[src/rtl/rtc_pkg.sv]
// Shared types and constants for the time-of-day counter.
package rtc_pkg;

    localparam int unsigned SEC_MOD = 60;
    localparam int unsigned MIN_MOD = 60;
    localparam int unsigned HRS_W   = 5;
    localparam int unsigned MS_W    = 6;

    typedef struct packed {
        logic [HRS_W-1:0] hrs;
        logic [MS_W-1:0]  min;
        logic [MS_W-1:0]  sec;
    } rtc_time_t;

    typedef struct packed {
        logic [HRS_W-1:0] hrs;
        logic [MS_W-1:0]  min;
    } rtc_alarm_t;

    // True when every field of t is inside its counting range.
    function automatic logic time_in_range(rtc_time_t t, int unsigned hrs_mod);
        return (32'(t.hrs) < hrs_mod) && (32'(t.min) < MIN_MOD) && (32'(t.sec) < SEC_MOD);
    endfunction

endpackage

[src/rtl/rtc_timekeeper_if.sv]
// Control, load, alarm and time/status signals of the time-of-day counter.
interface rtc_timekeeper_if;
    import rtc_pkg::*;

    logic             run;
    logic             load;
    logic [HRS_W-1:0] ld_hrs;
    logic [MS_W-1:0]  ld_min;
    logic [MS_W-1:0]  ld_sec;
    logic             alm_wr;
    logic [HRS_W-1:0] alm_hrs;
    logic [MS_W-1:0]  alm_min;
    logic             alm_en;
    logic [HRS_W-1:0] hrs;
    logic [MS_W-1:0]  min;
    logic [MS_W-1:0]  sec;
    logic             sec_tick;
    logic             day_wrap;
    logic             alarm;
    logic             load_err;

    modport master (
        output run, load, ld_hrs, ld_min, ld_sec, alm_wr, alm_hrs, alm_min, alm_en,
        input  hrs, min, sec, sec_tick, day_wrap, alarm, load_err
    );

    modport slave (
        input  run, load, ld_hrs, ld_min, ld_sec, alm_wr, alm_hrs, alm_min, alm_en,
        output hrs, min, sec, sec_tick, day_wrap, alarm, load_err
    );

endinterface

[src/rtl/mod_counter.sv]
// Modulo-MOD counter with load, clear and enable; wrap flags the enabled MOD-1 -> 0 step.
module mod_counter #(
    parameter int unsigned MOD = 10,
    parameter int unsigned W   = 4
) (
    input  logic         clk,
    input  logic         rstn,
    input  logic         en,
    input  logic         clr,
    input  logic         ld,
    input  logic [W-1:0] d,
    output logic [W-1:0] q,
    output logic         wrap
);

    logic at_max;

    assign at_max = (q == W'(MOD - 1));
    assign wrap   = en && at_max;

    always_ff @(posedge clk) begin
        if (!rstn) begin
            q <= '0;
        end else if (ld) begin
            q <= d;
        end else if (clr) begin
            q <= '0;
        end else if (en) begin
            q <= at_max ? '0 : q + W'(1);
        end
    end

endmodule

[src/rtl/rtc_timekeeper.sv]
// Time-of-day counter: prescales clk to 1 s ticks, keeps hh:mm:ss, checked load and alarm.
module rtc_timekeeper
    import rtc_pkg::*;
#(
    parameter int unsigned TICKS_PER_SEC = 10,
    parameter int unsigned HRS_MOD       = 12
) (
    input logic              clk,
    input logic              rstn,
    rtc_timekeeper_if.slave  bus
);

    localparam int unsigned CNT_W = $clog2(TICKS_PER_SEC);

    rtc_time_t        ld_t;
    rtc_alarm_t       alm_q;
    logic [CNT_W-1:0] pre_q;
    logic [HRS_W-1:0] hrs_q, nxt_hrs;
    logic [MS_W-1:0]  min_q, nxt_min;
    logic [MS_W-1:0]  sec_q;
    logic             tick, ld_ok, adv;
    logic             sec_wrap, min_wrap, hrs_wrap;
    logic             alm_hit;
    logic             sec_tick_q, day_wrap_q, alarm_q, load_err_q;
    logic             unused_pre;

    // An accepted load overrides a coincident tick, so the time cascade only advances without one.
    assign ld_t  = {bus.ld_hrs, bus.ld_min, bus.ld_sec};
    assign ld_ok = bus.load && time_in_range(ld_t, HRS_MOD);
    assign adv   = tick && !ld_ok;

    // Only the wrap of the prescaler matters outside it.
    assign unused_pre = ^pre_q;

    mod_counter #(.MOD(TICKS_PER_SEC), .W(CNT_W)) u_pre (
        .clk  (clk),
        .rstn (rstn),
        .en   (bus.run),
        .clr  (ld_ok),
        .ld   (1'b0),
        .d    ({CNT_W{1'b0}}),
        .q    (pre_q),
        .wrap (tick)
    );

    mod_counter #(.MOD(SEC_MOD), .W(MS_W)) u_sec (
        .clk  (clk),
        .rstn (rstn),
        .en   (adv),
        .clr  (1'b0),
        .ld   (ld_ok),
        .d    (ld_t.sec),
        .q    (sec_q),
        .wrap (sec_wrap)
    );

    mod_counter #(.MOD(MIN_MOD), .W(MS_W)) u_min (
        .clk  (clk),
        .rstn (rstn),
        .en   (sec_wrap),
        .clr  (1'b0),
        .ld   (ld_ok),
        .d    (ld_t.min),
        .q    (min_q),
        .wrap (min_wrap)
    );

    mod_counter #(.MOD(HRS_MOD), .W(HRS_W)) u_hrs (
        .clk  (clk),
        .rstn (rstn),
        .en   (min_wrap),
        .clr  (1'b0),
        .ld   (ld_ok),
        .d    (ld_t.hrs),
        .q    (hrs_q),
        .wrap (hrs_wrap)
    );

    // Alarm compares against the time this tick is about to produce (seconds become 00).
    assign nxt_min = min_wrap ? MS_W'(0)  : (sec_wrap ? min_q + MS_W'(1)  : min_q);
    assign nxt_hrs = hrs_wrap ? HRS_W'(0) : (min_wrap ? hrs_q + HRS_W'(1) : hrs_q);
    assign alm_hit = bus.alm_en && sec_wrap && (nxt_hrs == alm_q.hrs) && (nxt_min == alm_q.min);

    always_ff @(posedge clk) begin
        if (!rstn) begin
            alm_q      <= '0;
            sec_tick_q <= 1'b0;
            day_wrap_q <= 1'b0;
            alarm_q    <= 1'b0;
            load_err_q <= 1'b0;
        end else begin
            if (bus.alm_wr) begin
                alm_q <= '{hrs: bus.alm_hrs, min: bus.alm_min};
            end
            sec_tick_q <= adv;
            day_wrap_q <= hrs_wrap;
            alarm_q    <= alm_hit;
            load_err_q <= bus.load && !ld_ok;
        end
    end

    assign bus.hrs      = hrs_q;
    assign bus.min      = min_q;
    assign bus.sec      = sec_q;
    assign bus.sec_tick = sec_tick_q;
    assign bus.day_wrap = day_wrap_q;
    assign bus.alarm    = alarm_q;
    assign bus.load_err = load_err_q;

endmodule

[src/flat_wrapper.sv]
// flat-port wrapper written by rule: the top's interface ports become plain ports
module rtc_timekeeper_flat import rtc_pkg::*;
#(
    parameter int unsigned TICKS_PER_SEC = 10,
    parameter int unsigned HRS_MOD       = 12
)
  (clk, rstn, bus_run, bus_load, bus_ld_hrs, bus_ld_min, bus_ld_sec, bus_alm_wr, bus_alm_hrs, bus_alm_min, bus_alm_en, bus_hrs, bus_min, bus_sec, bus_sec_tick, bus_day_wrap, bus_alarm, bus_load_err);
  rtc_timekeeper_if bus_i ();
  input logic clk;
  input logic rstn;
  input wire logic [$bits(bus_i.run)-1:0] bus_run;
  input wire logic [$bits(bus_i.load)-1:0] bus_load;
  input wire logic [$bits(bus_i.ld_hrs)-1:0] bus_ld_hrs;
  input wire logic [$bits(bus_i.ld_min)-1:0] bus_ld_min;
  input wire logic [$bits(bus_i.ld_sec)-1:0] bus_ld_sec;
  input wire logic [$bits(bus_i.alm_wr)-1:0] bus_alm_wr;
  input wire logic [$bits(bus_i.alm_hrs)-1:0] bus_alm_hrs;
  input wire logic [$bits(bus_i.alm_min)-1:0] bus_alm_min;
  input wire logic [$bits(bus_i.alm_en)-1:0] bus_alm_en;
  output wire logic [$bits(bus_i.hrs)-1:0] bus_hrs;
  output wire logic [$bits(bus_i.min)-1:0] bus_min;
  output wire logic [$bits(bus_i.sec)-1:0] bus_sec;
  output wire logic [$bits(bus_i.sec_tick)-1:0] bus_sec_tick;
  output wire logic [$bits(bus_i.day_wrap)-1:0] bus_day_wrap;
  output wire logic [$bits(bus_i.alarm)-1:0] bus_alarm;
  output wire logic [$bits(bus_i.load_err)-1:0] bus_load_err;
  assign bus_i.run = bus_run;
  assign bus_i.load = bus_load;
  assign bus_i.ld_hrs = bus_ld_hrs;
  assign bus_i.ld_min = bus_ld_min;
  assign bus_i.ld_sec = bus_ld_sec;
  assign bus_i.alm_wr = bus_alm_wr;
  assign bus_i.alm_hrs = bus_alm_hrs;
  assign bus_i.alm_min = bus_alm_min;
  assign bus_i.alm_en = bus_alm_en;
  assign bus_hrs = bus_i.hrs;
  assign bus_min = bus_i.min;
  assign bus_sec = bus_i.sec;
  assign bus_sec_tick = bus_i.sec_tick;
  assign bus_day_wrap = bus_i.day_wrap;
  assign bus_alarm = bus_i.alarm;
  assign bus_load_err = bus_i.load_err;
  rtc_timekeeper #(.TICKS_PER_SEC(TICKS_PER_SEC), .HRS_MOD(HRS_MOD)) u_core (.clk(clk), .rstn(rstn), .bus(bus_i));
endmodule
[config.mk]
export PLATFORM = sky130hd
export DESIGN_NAME = rtc_timekeeper_flat
export DESIGN_NICKNAME = d
export VERILOG_FILES = /design/src/rtl/rtc_pkg.sv /design/src/rtl/rtc_timekeeper_if.sv /design/src/rtl/mod_counter.sv /design/src/rtl/rtc_timekeeper.sv /design/src/flat_wrapper.sv
export SDC_FILE = /design/constraint.sdc
export NUM_CORES = 1
export LEC_CHECK = 0
export BUFFER_PORTS_ARGS = -buffer_cell sky130_fd_sc_hd__buf_4
export CAP_MARGIN = 20
export CELL_PAD_IN_SITES_DETAIL_PLACEMENT = 0
export CELL_PAD_IN_SITES_GLOBAL_PLACEMENT = 1
export CORE_ASPECT_RATIO = 0.6
export CORE_MARGIN = 2
export CORE_UTILIZATION = 37
export CTS_CLUSTER_DIAMETER = 120
export DETAILED_ROUTE_END_ITERATION = 8
export MAX_ROUTING_LAYER = met4
export PLACE_DENSITY = 0.83
export SYNTH_ARGS = -nofsm -noshare
export SYNTH_HDL_FRONTEND = slang
export SYNTH_SLANG_ARGS = --single-unit
[constraint.sdc]
create_clock -name clk -period 3 [get_ports clk]
set_clock_uncertainty 0.2 [all_clocks]
set_input_delay 0.15 -clock clk [delete_from_list [all_inputs] [get_ports clk]]
set_output_delay 0.15 -clock clk [all_outputs]
set_load 0.05 [all_outputs]
# After elaboration in Yosys (flattened, before gate mapping)
# Cells that the tools add are included.
[word_totals]
register_bits = 36
in_bits = 34
out_inout_bits = 21
wordCells = 55
[classes]
add_sub_neg = 4
n_lt_le_gt_ge = 3
eq_ne = 6
muxes = 14
bitwise_logic = 1
n_reduce_logical = 17
[ops]
columns = ["op", "n"]
rows = [
  ["6-bit two-way mux", 8],
  ["5-bit two-way mux", 5],
  ["6-bit by 1-bit adder with 6-bit output, second input constant", 2],
  ["6-bit == test, second input constant", 2],
  ["1-bit logical AND", 12],
  ["6-bit < comparator, second input constant", 2],
  ["6-bit == test", 1],
  ["2-bit nonzero test", 3],
  ["5-bit by 1-bit adder with 5-bit output, second input constant", 1],
  ["5-bit by 4-bit == test with 1-bit output, second input constant", 1],
  ["5-bit == test", 1],
  ["5-bit by 4-bit < comparator with 1-bit output, second input constant", 1],
  ["4-bit by 1-bit adder with 4-bit output, second input constant", 1],
  ["4-bit == test, second input constant", 1],
  ["4-bit two-way mux", 1],
  ["2-bit OR reduction", 1],
  ["1-bit logical NOT", 1],
  ["1-bit inverter", 1],
]

# Depth between registers and ports, before layout
[logic_depth]
word_depth = 13
mapped_depth = 8
depth_no_buf = 8

# Cells and area by module
# A second synthesis with hierarchy kept.
[hier_totals]
hier_cells = 284
area_unflattened_um2 = 2381.0
[modules_own_cells]
columns = ["module", "instances", "cells_per_inst", "area_per_inst_um2", "seq_area_each_um2"]
rows = [
  ["rtc_timekeeper", 1, 106, 991.0, 300.3],
  ["mod_counter at u_core.u_min ...", 2, 54, 409.1, 120.1],
  ["mod_counter at u_core.u_hrs", 1, 38, 305.3, 100.1],
  ["mod_counter at u_core.u_pre", 1, 32, 266.5, 80.1],
]

# Least setup slack after synthesis
# No wires, ideal clock.
[synth_path]
path_type = "register -> register"
start = "register u_core.u_min.q[0]"
end = "register u_core.alarm_q (netlist: u_core.bus.alarm)"
setup_ns = 0.103
t_arrival_ns = 2.816
t_required_ns = 2.697
slack_ns = -0.119
stages_incl_launch_ff = 9
n_path_buf = 0
synth_period_minus_slack_ns = 3.119
path_cell_list = "dfxtp_1 ha_1 nand2_1 or3_1 nor4_1 xnor2_1 o21ai_0 or4_1 a2111oi_2"
[synth_via]
elab_chain_cells = 7
elab_cells_between_ends = 12
cone_classes = "add/sub: 1; eq/ne: 3; mux: 4; reduce/logical: 4"
[synth_rtl]
columns = ["element", "line", "source"]
rows = [
  ["start, declared", "mod_counter.sv:12", "output logic [W-1:0] q,"],
  ["start signal, assigned", "mod_counter.sv:29", "q <= at_max ? '0 : q + W'(1);"],
  ["branches (longest 6 deep; another with 6-bit by 1-bit adder with 6-bit output)", "-", ""],
  ["1-bit logical AND *", "rtc_timekeeper.sv:82", "assign alm_hit = bus.alm_en && sec_wrap && (nxt_hrs == alm_q.hrs) && (nxt_min == alm_q.min);"],
  ["end signal, assigned", "rtc_timekeeper.sv:97", "alarm_q <= alm_hit;"],
  ["end, declared", "rtc_timekeeper.sv:24", "logic sec_tick_q, day_wrap_q, alarm_q, load_err_q;"],
]
# Mark *: on every way between the ends.
# A chain may end at the register's enable or synchronous reset.

# Worst setup path after layout
[layout_path]
start = "input port bus_ld_hrs[2]"
end = "register u_core.alarm_q (netlist: u_core.bus.alarm)"
[layout_via]
elab_chain_cells = 13
elab_cells_between_ends = 18
cone_classes = "order compare: 1; eq/ne: 2; mux: 4; reduce/logical: 11"
[layout_rtl]
columns = ["element", "line", "source"]
rows = [
  ["start, declared", "flat_wrapper.sv:13", "input wire logic [$bits(bus_i.ld_hrs)-1:0] bus_ld_hrs;"],
  ["5-bit by 4-bit < comparator with 1-bit output *", "rtc_pkg.sv:22", "return (32'(t.hrs) < hrs_mod) && (32'(t.min) < MIN_MOD) && (32'(t.sec) < SEC_MOD);"],
  ["1-bit logical AND * (2 in a row)", "rtc_pkg.sv:22", ""],
  ["1-bit logical AND *", "rtc_timekeeper.sv:29", "assign ld_ok = bus.load && time_in_range(ld_t, HRS_MOD);"],
  ["1-bit logical NOT *", "rtc_timekeeper.sv:30", "assign adv = tick && !ld_ok;"],
  ["1-bit logical AND *", "rtc_timekeeper.sv:30", ""],
  ["1-bit logical AND *", "mod_counter.sv:19", "assign wrap = en && at_max;"],
  ["1-bit logical AND", "mod_counter.sv:19", ""],
  ["5-bit two-way mux or 1-bit logical AND (tied branches)", "rtc_timekeeper.sv:81, mod_counter.sv:19", ""],
  ["5-bit two-way mux", "rtc_timekeeper.sv:81", "assign nxt_hrs = hrs_wrap ? HRS_W'(0) : (min_wrap ? hrs_q + HRS_W'(1) : hrs_q);"],
  ["5-bit == test", "rtc_timekeeper.sv:82", ""],
  ["1-bit logical AND", "rtc_timekeeper.sv:82", ""],
  ["1-bit logical AND *", "rtc_timekeeper.sv:82", ""],
]
# Mark *: on every way between the ends. The rest lies on a longest branch, timed or not.

==> flow_results.org <==
** GRT
- The first global-routing pass estimated 9430 um of wire.
- The number of global-route vias before repair is 1941.
- After global routing the overflow that remains totals 0.
- In the global route stage, met1 resource usage came out at 0.299.
- Global routing usage summed across all routing layers :: 0.211
- For met3 alone, demand over resource in global routing was 0.0438.
- Initial antenna violation count :: 0
- GRT Max-Usage Layer :: met2
- Pin count of the biggest net entering global routing :: 26
- Global Route met2 Usage :: 0.310

** Yosys
- Of the post-synthesis cell area, the dominant cell type holds 0.368.
- The biggest area contributor in the post-synthesis netlist is sky130_fd_sc_hd__dfxtp_1.
- During synthesis, Yosys emitted a total of 0 warnings.
- Synthesis produced approximately 240 cells.
- Synthesis produced a netlist with a net count of 275.
- sky130_fd_sc_hd__nor2_1 is the most common cell in the netlist.
- Async S/R FF share, synth :: 0
- Synthesis inferred 36 register bits.
- Sorting the synthesized cells by how often they occur yields 38 x sky130_fd_sc_hd__nor2_1, 36 x sky130_fd_sc_hd__dfxtp_1, 20 x sky130_fd_sc_hd__a21oi_1, 16 x sky130_fd_sc_hd__nand2_1, 15 x sky130_fd_sc_hd__mux2i_1.
- Mapped Area :: 1960 sq um
- The share of the Yosys chip area taken by registers is 0.368.
- Number of enable-type register cells in the synthesized netlist :: 0
- Yosys attributes the largest share of cell area to sky130_fd_sc_hd__dfxtp_1 37%, sky130_fd_sc_hd__mux2i_1 7.7%, sky130_fd_sc_hd__nor2_1 7.3%.
- Avg Cell Area, Syn :: 8.22 sq um
- Dominant register cell in the synthesized netlist :: sky130_fd_sc_hd__dfxtp_1
- Number of distinct standard cells referenced by the synthesized netlist :: 44

** Cells and area
- In the final layout, flip-flops and latches occupy roughly 720 sq um.
- Net count, final :: 362
- The repair_antennas step left the layout with diodes totalling 0.
- Final standard cell utilization of the core :: 0.565
- From synthesis to final layout, the design area changed by 46.5%.
- Once layout is complete, the cells apart from fillers number between 300 and 400.
- The layout has 479 filler cells.
- Combined area of the multi-input logic cells :: 1190 sq um
- Of the cells placed in the final design, the portion with a size suffix greater than 1 is 0.233.

** Clocking
- Max H-tree Level :: 2
- In this run, CTS created clock tree buffers numbering 5.
- Worst skew pair latency :: 0.30 ns
- TritonCTS built the clock tree.
- After clock tree synthesis, the clock-pin slew on the worst setup and hold paths is 0.08 ns.
- In this run the clock root is driven by a sky130_fd_sc_hd__clkbuf_8.
- No sink is reached through more buffers than the 2 on the longest clock path.
- The clock net in this run drives a total of 36 sinks.

** Pwr
- Reported net switching power :: 0.357 mW
- Cell-internal power :: ~0.87 mW
- Power per standard cell area :: 428 nW/um^2
- Of the total power, the share spent switching nets is 0.291.
- Clock network fraction of total power :: 0.352
- Final Total Pwr :: 1.23 mW
- The share of total power dissipated in sequential elements is 0.439.
- Of the total power, combinational logic draws 0.209.
- The worst-case IR drop observed on VDD is 302 uV.
- In this run the static leakage power is 1.21 nW.

** Min path
- Depth of the worst hold-timing path :: 3
- The startpoint identified for the worst hold timing path is bus_ld_hrs[4].
- Worst hold-check path type :: input port to register

** Drt
- Post-DR vias/cell :: around 5.3
- After detailed routing, the number of remaining DRC violations is 0.
- Post-detailed-route count of antenna-violating nets :: 0
- After detailed routing, the total wire length is between 5000 and 6000 um.
- Vias after detailed routing :: 2092
- After the first detailed-routing iteration, the DRC count stood at between 90 and 100.
- Wire length per cell after detailed routing :: 14.8 um
- Count of TritonRoute iterations in the first routing pass :: 4

** STA
- Hold violation count in the final report :: 0
- Max-slew violation count :: 0
- Worst slew pin tran :: 0.759 ns
- Fmax :: 353 MHz
- Setup-failing EPs final :: 0
- After routing, the total negative slack on setup checks comes to 0 ns.
- Dividing the final minimum period by the clock period gives 0.943.
- Final hold analysis gives a worst-case slack of 0.0584 ns.
- Final critical-path required period :: approximately 2.8 ns
- Measured against its own limit, the worst slew margin works out to 0.491.

** Floorplanning
- Count of boundary I/O pins :: 55
- In this run the horizontal extent of the chip is just under 100 um.
- From bottom edge to top edge, the die measures 60.3 um.
- DIE AREA :: 5910 sq um
- The core region is 5080 sq um.
- The initialized floorplan defines 20 standard-cell rows.
- Effective utilization at floorplan :: 0.385

** Worst setup path
- Minimum setup slack among reg-to-reg paths :: 0.22 ns
- Following the worst setup path forward leads to its endpoint at u_core.bus.alarm.
- Element type at the critical path start :: input port
- Critical Path End Type :: register
- The worst register-to-register path begins at u_core.u_min.q[0].
- Required time reported for the critical path endpoint :: ~3 ns
- The number of cells on the worst reg-to-reg path is 8.
- By startpoint and endpoint, the worst setup path is classified as input port to register.
- Top fanout value on the critical path :: 7
- STA puts the critical path data arrival time at 2.82 ns.
- The critical path starts at bus_ld_hrs[2].
- Crit Reg-Reg Endpoint :: u_core.bus.alarm

** Placed design
- Including well taps, the total number of placed cells is 352.
- Half-perimeter wire length after detailed placement :: 4030 um
- Placer's final routability congestion estimate :: 0.878
- Buffers placed on the I/O ports in this run total 54.

** Job
- The tool flagged a number of max-cap violations equal to 0.

** Outcome
- The run finished with clean final reports.
==> power groups by stage <==
stage                     sequential [mW]  clock (mW)  combinational (mW)
after global placement              0.548           0               0.221
after detailed placement            0.548           0               0.222
final                               0.538       0.432               0.257
after CTS                           0.537       0.439               0.255
after floorplan                     0.589           0              0.0922
after global routing                0.544       0.465               0.276
==> cell usage in the layout (no fill, tap or decap), drive strengths merged, types with 2 or more instances in the layout <==
cell,instances
xor2,6
and4,2
nor3b,2
a211oi,9
xnor2,4
a21boi,2
ha,3
nor4,3
nor3,13
nor2b,3
and3,3
nand4,5
dlygate4sd3,31
nand2,16
dfxtp,36
o21ai,8
clkbuf,5
a21oi,20
a31oi,6
and4b,2
mux2i,15
buf,59
nor2,38
inv,2
clkinv,2
o2111ai,2
and2,3
nand3,10
or3,2
==> timing repair <==
item                       4_1_cts  5_1_grt
setup endpoints to repair        0        1
hold buffers                    31        0
gates resized for setup          0        1
hold endpoints to repair        29        0
setup buffers                    0        1
==> cell type report <==
cell class	count	area share
timing repair buffer	90	0.263
sequential	36	0.252
clock buffer	5	0.0240
tap	66	0.0288
clock inverter	3	0.0148
inverter	3	0.00393
multi-input combinational	189	0.414
==> metrics by stage <==
step / area [sq um] / setup WS, ns
6_report: 2870 / 0.170
5_1_grt: 2870 / -0.00248
4_1_cts: 2850 / 0.151
3_5_place_dp: 2430 / 0.250
3_3_place_gp: 2430 / 0.337
2_1_floorplan: 1960 / 0.101
==> state kept, by name, summed over array words and instances (netlist names) <==
signal / count
u_core.bus.load_err: 1
u_core.u_min.q: 6
u_core.u_pre.q: 4
u_core.u_sec.q: 6
u_core.bus.day_wrap: 1
u_core.bus.alarm: 1
u_core.bus.sec_tick: 1
u_core.alm_q: 11
u_core.u_hrs.q: 5
==> worst min path at each step <==
stage                               end  slack [ns]
global placement       u_core.alm_q[10]        0.19
finish              u_core.bus.load_err        0.06
global route        u_core.bus.load_err        0.07
floorplan           u_core.bus.load_err        0.07
CTS                 u_core.bus.load_err        0.04
detailed placement      u_core.alm_q[0]        0.19
==> kinds of logic after synthesis <==
family | count (synthesis) | share of synthesized area
AO/OA/AOI/OAI | 57 | 0.192
XOR/XNOR | 10 | 0.0448
adder cells (fa/ha/maj) | 3 | 0.0192
buffers and inverters | 13 | 0.0288
flip-flops | 36 | 0.368
multiplexers | 15 | 0.0767
AND/OR/NAND/NOR | 104 | 0.270
==> worst max-delay path, cell delays in order <==
cell,delay [ns]
sky130_fd_sc_hd__dlygate4sd3_1,0.54
sky130_fd_sc_hd__buf_4,0.14
sky130_fd_sc_hd__a21oi_1,0.32
sky130_fd_sc_hd__and4_1,0.47
sky130_fd_sc_hd__nor2_1,0.13
sky130_fd_sc_hd__a31oi_1,0.22
sky130_fd_sc_hd__xor2_1,0.08
sky130_fd_sc_hd__or4_1,0.56
sky130_fd_sc_hd__a2111oi_2,0.20
==> layer usage <==
| metal | up-vias | wire (um) |
|---|---|---|
| met5 | - | 0 |
| met4 | 0 | 57 |
| met3 | 10 | 348 |
| met2 | 71 | 2440 |
| met1 | 958 | 2960 |
| li1 | 1053 | - |
Note: power is estimated with default switching activity, not from simulation.
